<file path="config.mk">
export PLATFORM = sky130hd
export DESIGN_NAME = alu_op_sequencer
export DESIGN_NICKNAME = d
export VERILOG_FILES = /design/src/rtl/alu_op_sequencer.sv
export SDC_FILE = /design/constraint.sdc
export NUM_CORES = 1
export LEC_CHECK = 0
export CORE_ASPECT_RATIO = 0.9
export CORE_MARGIN = 3
export CORE_UTILIZATION = 39
export DETAILED_ROUTE_END_ITERATION = 8
export PLACE_DENSITY = 0.72
export SLEW_MARGIN = 40
export SYNTH_ARGS = -nofsm -noshare
export SYNTH_HDL_FRONTEND = slang
export SYNTH_SLANG_ARGS = --single-unit
</file>
<file path="constraint.sdc">
create_clock -name clk -period 1.4 [get_ports clk]
set_input_delay 0.28 -clock clk [delete_from_list [all_inputs] [get_ports clk]]
set_output_delay 0.28 -clock clk [all_outputs]
set_load 0.005 [all_outputs]
</file>
<file path="src/rtl/alu_op_sequencer.sv">
// ---------------------------------------------------------------------------
// alu_op_sequencer
//   Control stage in front of a combinational add/sub/complement datapath.
//   A request (opcode + operands) is taken over a valid/ready handshake and
//   its operands are registered onto alu_*. After SETTLE cycles the datapath
//   result and flags are captured and held for a downstream valid/ready
//   consumer. An accumulator holds the last legal result so that chained
//   operations can use it as the A operand.
//
// Parameters
//   WIDTH   operand/result width
//   SETTLE  cycles alu_* are held before capture (>= 1)
//
// Ports
//   clk, rst_n                      clock, asynchronous active-low reset
//   in_valid/in_ready               request handshake
//   in_op, in_use_acc, in_a, in_b   request: opcode, A-from-accumulator, operands
//   alu_a, alu_b, alu_op            registered operands/opcode to the datapath
//   alu_res, alu_cout               datapath result and carry/borrow
//   out_valid/out_ready             result handshake
//   out_result, out_carry,
//   out_zero, out_err               captured result and flags
//   out_ovf                         signed overflow (only with ALU_SEQ_OVF_EN)
//
// Build option
//   ALU_SEQ_OVF_EN  adds the out_ovf port and its overflow logic.
// ---------------------------------------------------------------------------
module alu_op_sequencer #(
  parameter int WIDTH  = 5,
  parameter int SETTLE = 1
) (
  input  logic             clk,
  input  logic             rst_n,
  input  logic             in_valid,
  output logic             in_ready,
  input  logic [2:0]       in_op,
  input  logic             in_use_acc,
  input  logic [WIDTH-1:0] in_a,
  input  logic [WIDTH-1:0] in_b,
  output logic [WIDTH-1:0] alu_a,
  output logic [WIDTH-1:0] alu_b,
  output logic [2:0]       alu_op,
  input  logic [WIDTH-1:0] alu_res,
  input  logic             alu_cout,
  output logic             out_valid,
  input  logic             out_ready,
  output logic [WIDTH-1:0] out_result,
  output logic             out_carry,
  output logic             out_zero,
  output logic             out_err
`ifdef ALU_SEQ_OVF_EN
  ,
  output logic             out_ovf
`endif
);

  localparam logic [2:0] OP_ADD  = 3'b000;
  localparam logic [2:0] OP_SUB  = 3'b001;
  localparam logic [2:0] OP_NOT  = 3'b010;
  localparam logic [2:0] OP_NEG  = 3'b011;
  localparam logic [2:0] OP_PASS = 3'b100;

  localparam int               CNT_W    = (SETTLE > 1) ? $clog2(SETTLE) : 1;
  localparam logic [CNT_W-1:0] CNT_LAST = CNT_W'(SETTLE - 1);

  typedef enum logic [1:0] {S_IDLE, S_BUSY, S_HOLD} state_e;

  state_e           state_q;
  logic [CNT_W-1:0] cnt_q;
  logic [WIDTH-1:0] acc_q;
  logic [WIDTH-1:0] alu_a_q, alu_b_q;
  logic [2:0]       alu_op_q;
  logic             valid_q, carry_q, zero_q, err_q;
  logic [WIDTH-1:0] res_q;

  logic             accept;
  logic             settled;
  logic [WIDTH-1:0] res_d;
  logic             carry_d, err_d;

`ifdef ALU_SEQ_OVF_EN
  logic ovf_q, ovf_d;

  // Signed overflow from operand and result sign bits; subtraction flips b's sign.
  function automatic logic ovf_f(input logic [2:0] op, input logic am, input logic bm,
                                 input logic rm);
    case (op)
      OP_ADD:  return (am == bm) && (rm != am);
      OP_SUB:  return (am != bm) && (rm != am);
      default: return 1'b0;
    endcase
  endfunction

  assign ovf_d   = ovf_f(alu_op_q, alu_a_q[WIDTH-1], alu_b_q[WIDTH-1], alu_res[WIDTH-1]);
  assign out_ovf = ovf_q;
`endif

  assign in_ready = (state_q == S_IDLE) | ((state_q == S_HOLD) & out_ready);
  assign accept   = in_valid & in_ready;
  assign settled  = (state_q == S_BUSY) && (cnt_q == CNT_LAST);

  // Result/flag values presented for capture; CLR and illegal opcodes force 0.
  always_comb begin
    res_d   = '0;
    carry_d = 1'b0;
    err_d   = (alu_op_q[2:1] == 2'b11);
    case (alu_op_q)
      OP_ADD, OP_SUB: begin
        res_d   = alu_res;
        carry_d = alu_cout;
      end
      OP_NOT, OP_NEG, OP_PASS: res_d = alu_res;
      default: res_d = '0;
    endcase
  end

  always_ff @(posedge clk or negedge rst_n) begin
    if (!rst_n) begin
      state_q  <= S_IDLE;
      cnt_q    <= '0;
      acc_q    <= '0;
      alu_a_q  <= '0;
      alu_b_q  <= '0;
      alu_op_q <= '0;
      valid_q  <= 1'b0;
      res_q    <= '0;
      carry_q  <= 1'b0;
      zero_q   <= 1'b0;
      err_q    <= 1'b0;
`ifdef ALU_SEQ_OVF_EN
      ovf_q    <= 1'b0;
`endif
    end else begin
      // Operands only change on acceptance, so alu_* stay quiet outside BUSY.
      if (accept) begin
        alu_a_q  <= in_use_acc ? acc_q : in_a;
        alu_b_q  <= in_b;
        alu_op_q <= in_op;
        cnt_q    <= '0;
      end

      case (state_q)
        S_IDLE: begin
          if (accept) state_q <= S_BUSY;
        end
        S_BUSY: begin
          if (settled) begin
            valid_q <= 1'b1;
            res_q   <= res_d;
            carry_q <= carry_d;
            zero_q  <= (res_d == '0);
            err_q   <= err_d;
`ifdef ALU_SEQ_OVF_EN
            ovf_q   <= ovf_d;
`endif
            // Illegal opcodes leave the accumulator untouched.
            if (!err_d) acc_q <= res_d;
            state_q <= S_HOLD;
          end else begin
            cnt_q <= cnt_q + 1'b1;
          end
        end
        S_HOLD: begin
          if (out_ready) begin
            valid_q <= 1'b0;
            state_q <= accept ? S_BUSY : S_IDLE;
          end
        end
        default: state_q <= S_IDLE;
      endcase
    end
  end

  assign alu_a      = alu_a_q;
  assign alu_b      = alu_b_q;
  assign alu_op     = alu_op_q;
  assign out_valid  = valid_q;
  assign out_result = res_q;
  assign out_carry  = carry_q;
  assign out_zero   = zero_q;
  assign out_err    = err_q;

endmodule
</file>
==> results.toml <==
[setup_path]
cp_slowest_cell = "dfrtp_2"
cp_top_family = "flip-flops"
path_buf_inv = 2
critPathLaunchType = "flop"
path_cells = "buf_6 > a211oi_4 > buf_6 > mux2_4"
crit_type = "flop to flop"
critPathMaxStageDelay_ps = 450
crit_path_frequent_cell = "buf_6"
required_ps = 1610
arrival_ps = 1680
endpoint_kind = "flop"
cp_max_fo = 8

[clock_tree]
h-tree-depth = 2
hold_buffers = 0
clock_sinks = 30
clkTransAtPathRegs_ps = 110
cts_buffer_depth = 2
cts_inserted_buffers = 5
root_buffer = "clkbuf_4"
cts_tree = "done"
clk_latency_ps = 330

[cells_and_area]
finalInstanceArea_um2 = 1990
seq_area_um2 = 753
multi_input_area_um2 = 520
final_common_cell = "dfrtp_1"
layout_common_cells = "dfrtp_1 (28), clkdlybuf4s50_1 (23), dlygate4sd2_1 (22), buf_4 (14), mux2_4 (13)"
final_core_util_pct = 68.6
syn_to_final_growth_pct = 58.0
antenna_cells = 0
drive_above_1_share_pct = 35.8
fin_nets = 183
stdcell_count = 199
fillers = 211

[power_and_ir_drop]
power_mw = 3.17
power_density_nw_per_um2 = 1590
leakage_nw = 0.962
vdd_drop_max_uv = 1050

[route]
wirelength_mm = 3.16
num_vias = 986
drc = 0
wire_per_inst_um = 15.9
dr.pass1.iters = 4
ant_nets = 0
drt_iter0_markers = 25
routed_via_density = 4.95

[floorplan]
die_w_um = 65.9
num_rows = 18
dieArea_um2 = 3950
start_util_pct = 43.4
die_h_um = 60.0
coreArea_um2 = 2910
ioPinCount = 47

[placed_design]
io_buffers = 46
gp_routability_congestion = 0.731
dp.cells = 178
postPlaceCellArea_um2 = 1810
dp_slack_ps = -373
hpwlAfterDp_mm = 2.05

[timing]
setup_viol = 18
relSlewSlack_pct = 82.4
rsz0062_at_grt = "true"
finalCriticalPeriod_ps = 1470
min_period_over_period_pct = 105
slew_viol_final = 0
fmax_mhz = 680
worst_pin_slew_ps = 262
skew_ps = 18.2
layout_setup_ws_ps = -69.6
tns_ps = -764
final_hold_viol_count = 0
hold_ws_ps = 288

[grt]
grt_usage_pct = 17.3
grt_pass1_vias = 1096
grt_max_degree = 31
grt-ovfl-total = 0
grt_pass1_wl_mm = 5.09
antenna_found_initial = 0

[synth]
ys_seq_elements = 30
ys_types = 22
synthCells = 90
yosysSeqAreaShare_pct = 59.5
syn-cell-area_um2 = 1260
yosysWarnings = 0
syn-num-nets = 114
syn_area_per_cell_um2 = 14.0

[run]
maxCapViolations = 0

[run_status]
status = "complete, but fails checks"
violations = "setup timing"

[worst_hold_path]
hp-class = "primary input to async pin"
## metal layers
metal	GRT usage, %	vias up	routed length, um
met5	0	-	0
met4	6.67	0	33
li1	-	464	-
met1	22.0	489	1310
met3	4.32	4	154
met2	28.6	29	1660
## power by group
part	switching [mW]	internal [mW]	leakage (nW)	total (mW)
Combinational	0.465	0.857	0.565	1.32
Sequential	0.188	1.19	0.366	1.37
Clock	0.297	0.180	0.0308	0.477
Total	0.950	2.22	0.962	3.17
## worst paths after layout
| check | from | end | slack [ps] | cells past startpoint |
|---|---|---|---|---|
| worst max-delay path | state_q[0] | alu_b[4] | -70 | 4 |
| worst min-delay path | rst_n | acc_q[3] | 290 | 2 |
| worst max register to register | state_q[0] | alu_b[4] | -70 | 4 |
| worst min register to register | alu_a[1] | alu_a[1] | 510 | 1 |
| max in group asynchronous | rst_n | alu_op[1] | 930 | 2 |
| min in group clk | alu_cout | out_carry | 490 | 3 |
## Yosys cell counts
cell | n | area share (%)
a211oi_1 | 1 | 0.60
a211oi_4 | 1 | 1.6
a21oi_1 | 3 | 1.2
a22o_1 | 10 | 6.9
a31o_2 | 1 | 0.69
buf_6 | 4 | 3.6
dfrtp_1 | 30 | 60
inv_1 | 3 | 0.89
inv_2 | 1 | 0.30
mux2_1 | 1 | 0.89
mux2_2 | 17 | 15
nand2_1 | 5 | 1.5
nand2b_4 | 1 | 1.1
nor2_1 | 2 | 0.60
nor2_4 | 1 | 0.89
nor2b_1 | 1 | 0.50
nor3_1 | 1 | 0.40
o21a_1 | 1 | 0.60
o21ai_0 | 3 | 1.2
o21ai_1 | 1 | 0.40
o31ai_1 | 1 | 0.60
or3b_4 | 1 | 0.89
## logic make-up (layout without fill, tap and decap cells)
logic type,after synthesis,in the layout,synth area share (%)
DFF,30,30,59.5
AOI/OAI and AO/OA,22,22,13.8
muxes,18,18,16.1
and+or+nand+nor,12,13,5.85
buffers and inverters,8,76,4.76
## worst register-to-register path, cell delays in order, from the launching register on
cell and delay, ps:
dfrtp_2 450, buf_6 130, a211oi_4 250, buf_6 210, mux2_4 310
## cell type report
cell class	count	share of cell area, %
clock buffers	5	1.88
clock inverters	2	0.502
inverters	4	0.753
multi-input cells	53	26.1
flip-flops and latches	30	37.8
well taps	40	2.51
repair buffers	65	30.4
## sequential cells by signal, indices dropped and copies added, names as in the netlist
signal      cells
acc_q           5
alu_a           5
alu_b           5
alu_op          3
cnt_q           1
out_carry       1
out_err         1
out_result      5
out_valid       1
out_zero        1
state_q         2
## repair_timing
| action | CTS | global route |
|---|---|---|
| buffers inserted | 11 | 3 |
| endpoints found under the setup margin | 43 | 25 |
| gates resized for setup | 35 | 13 |
| pin swaps | 3 | 6 |
| gates cloned | 2 | 0 |
(Power assumes the default switching activity.)
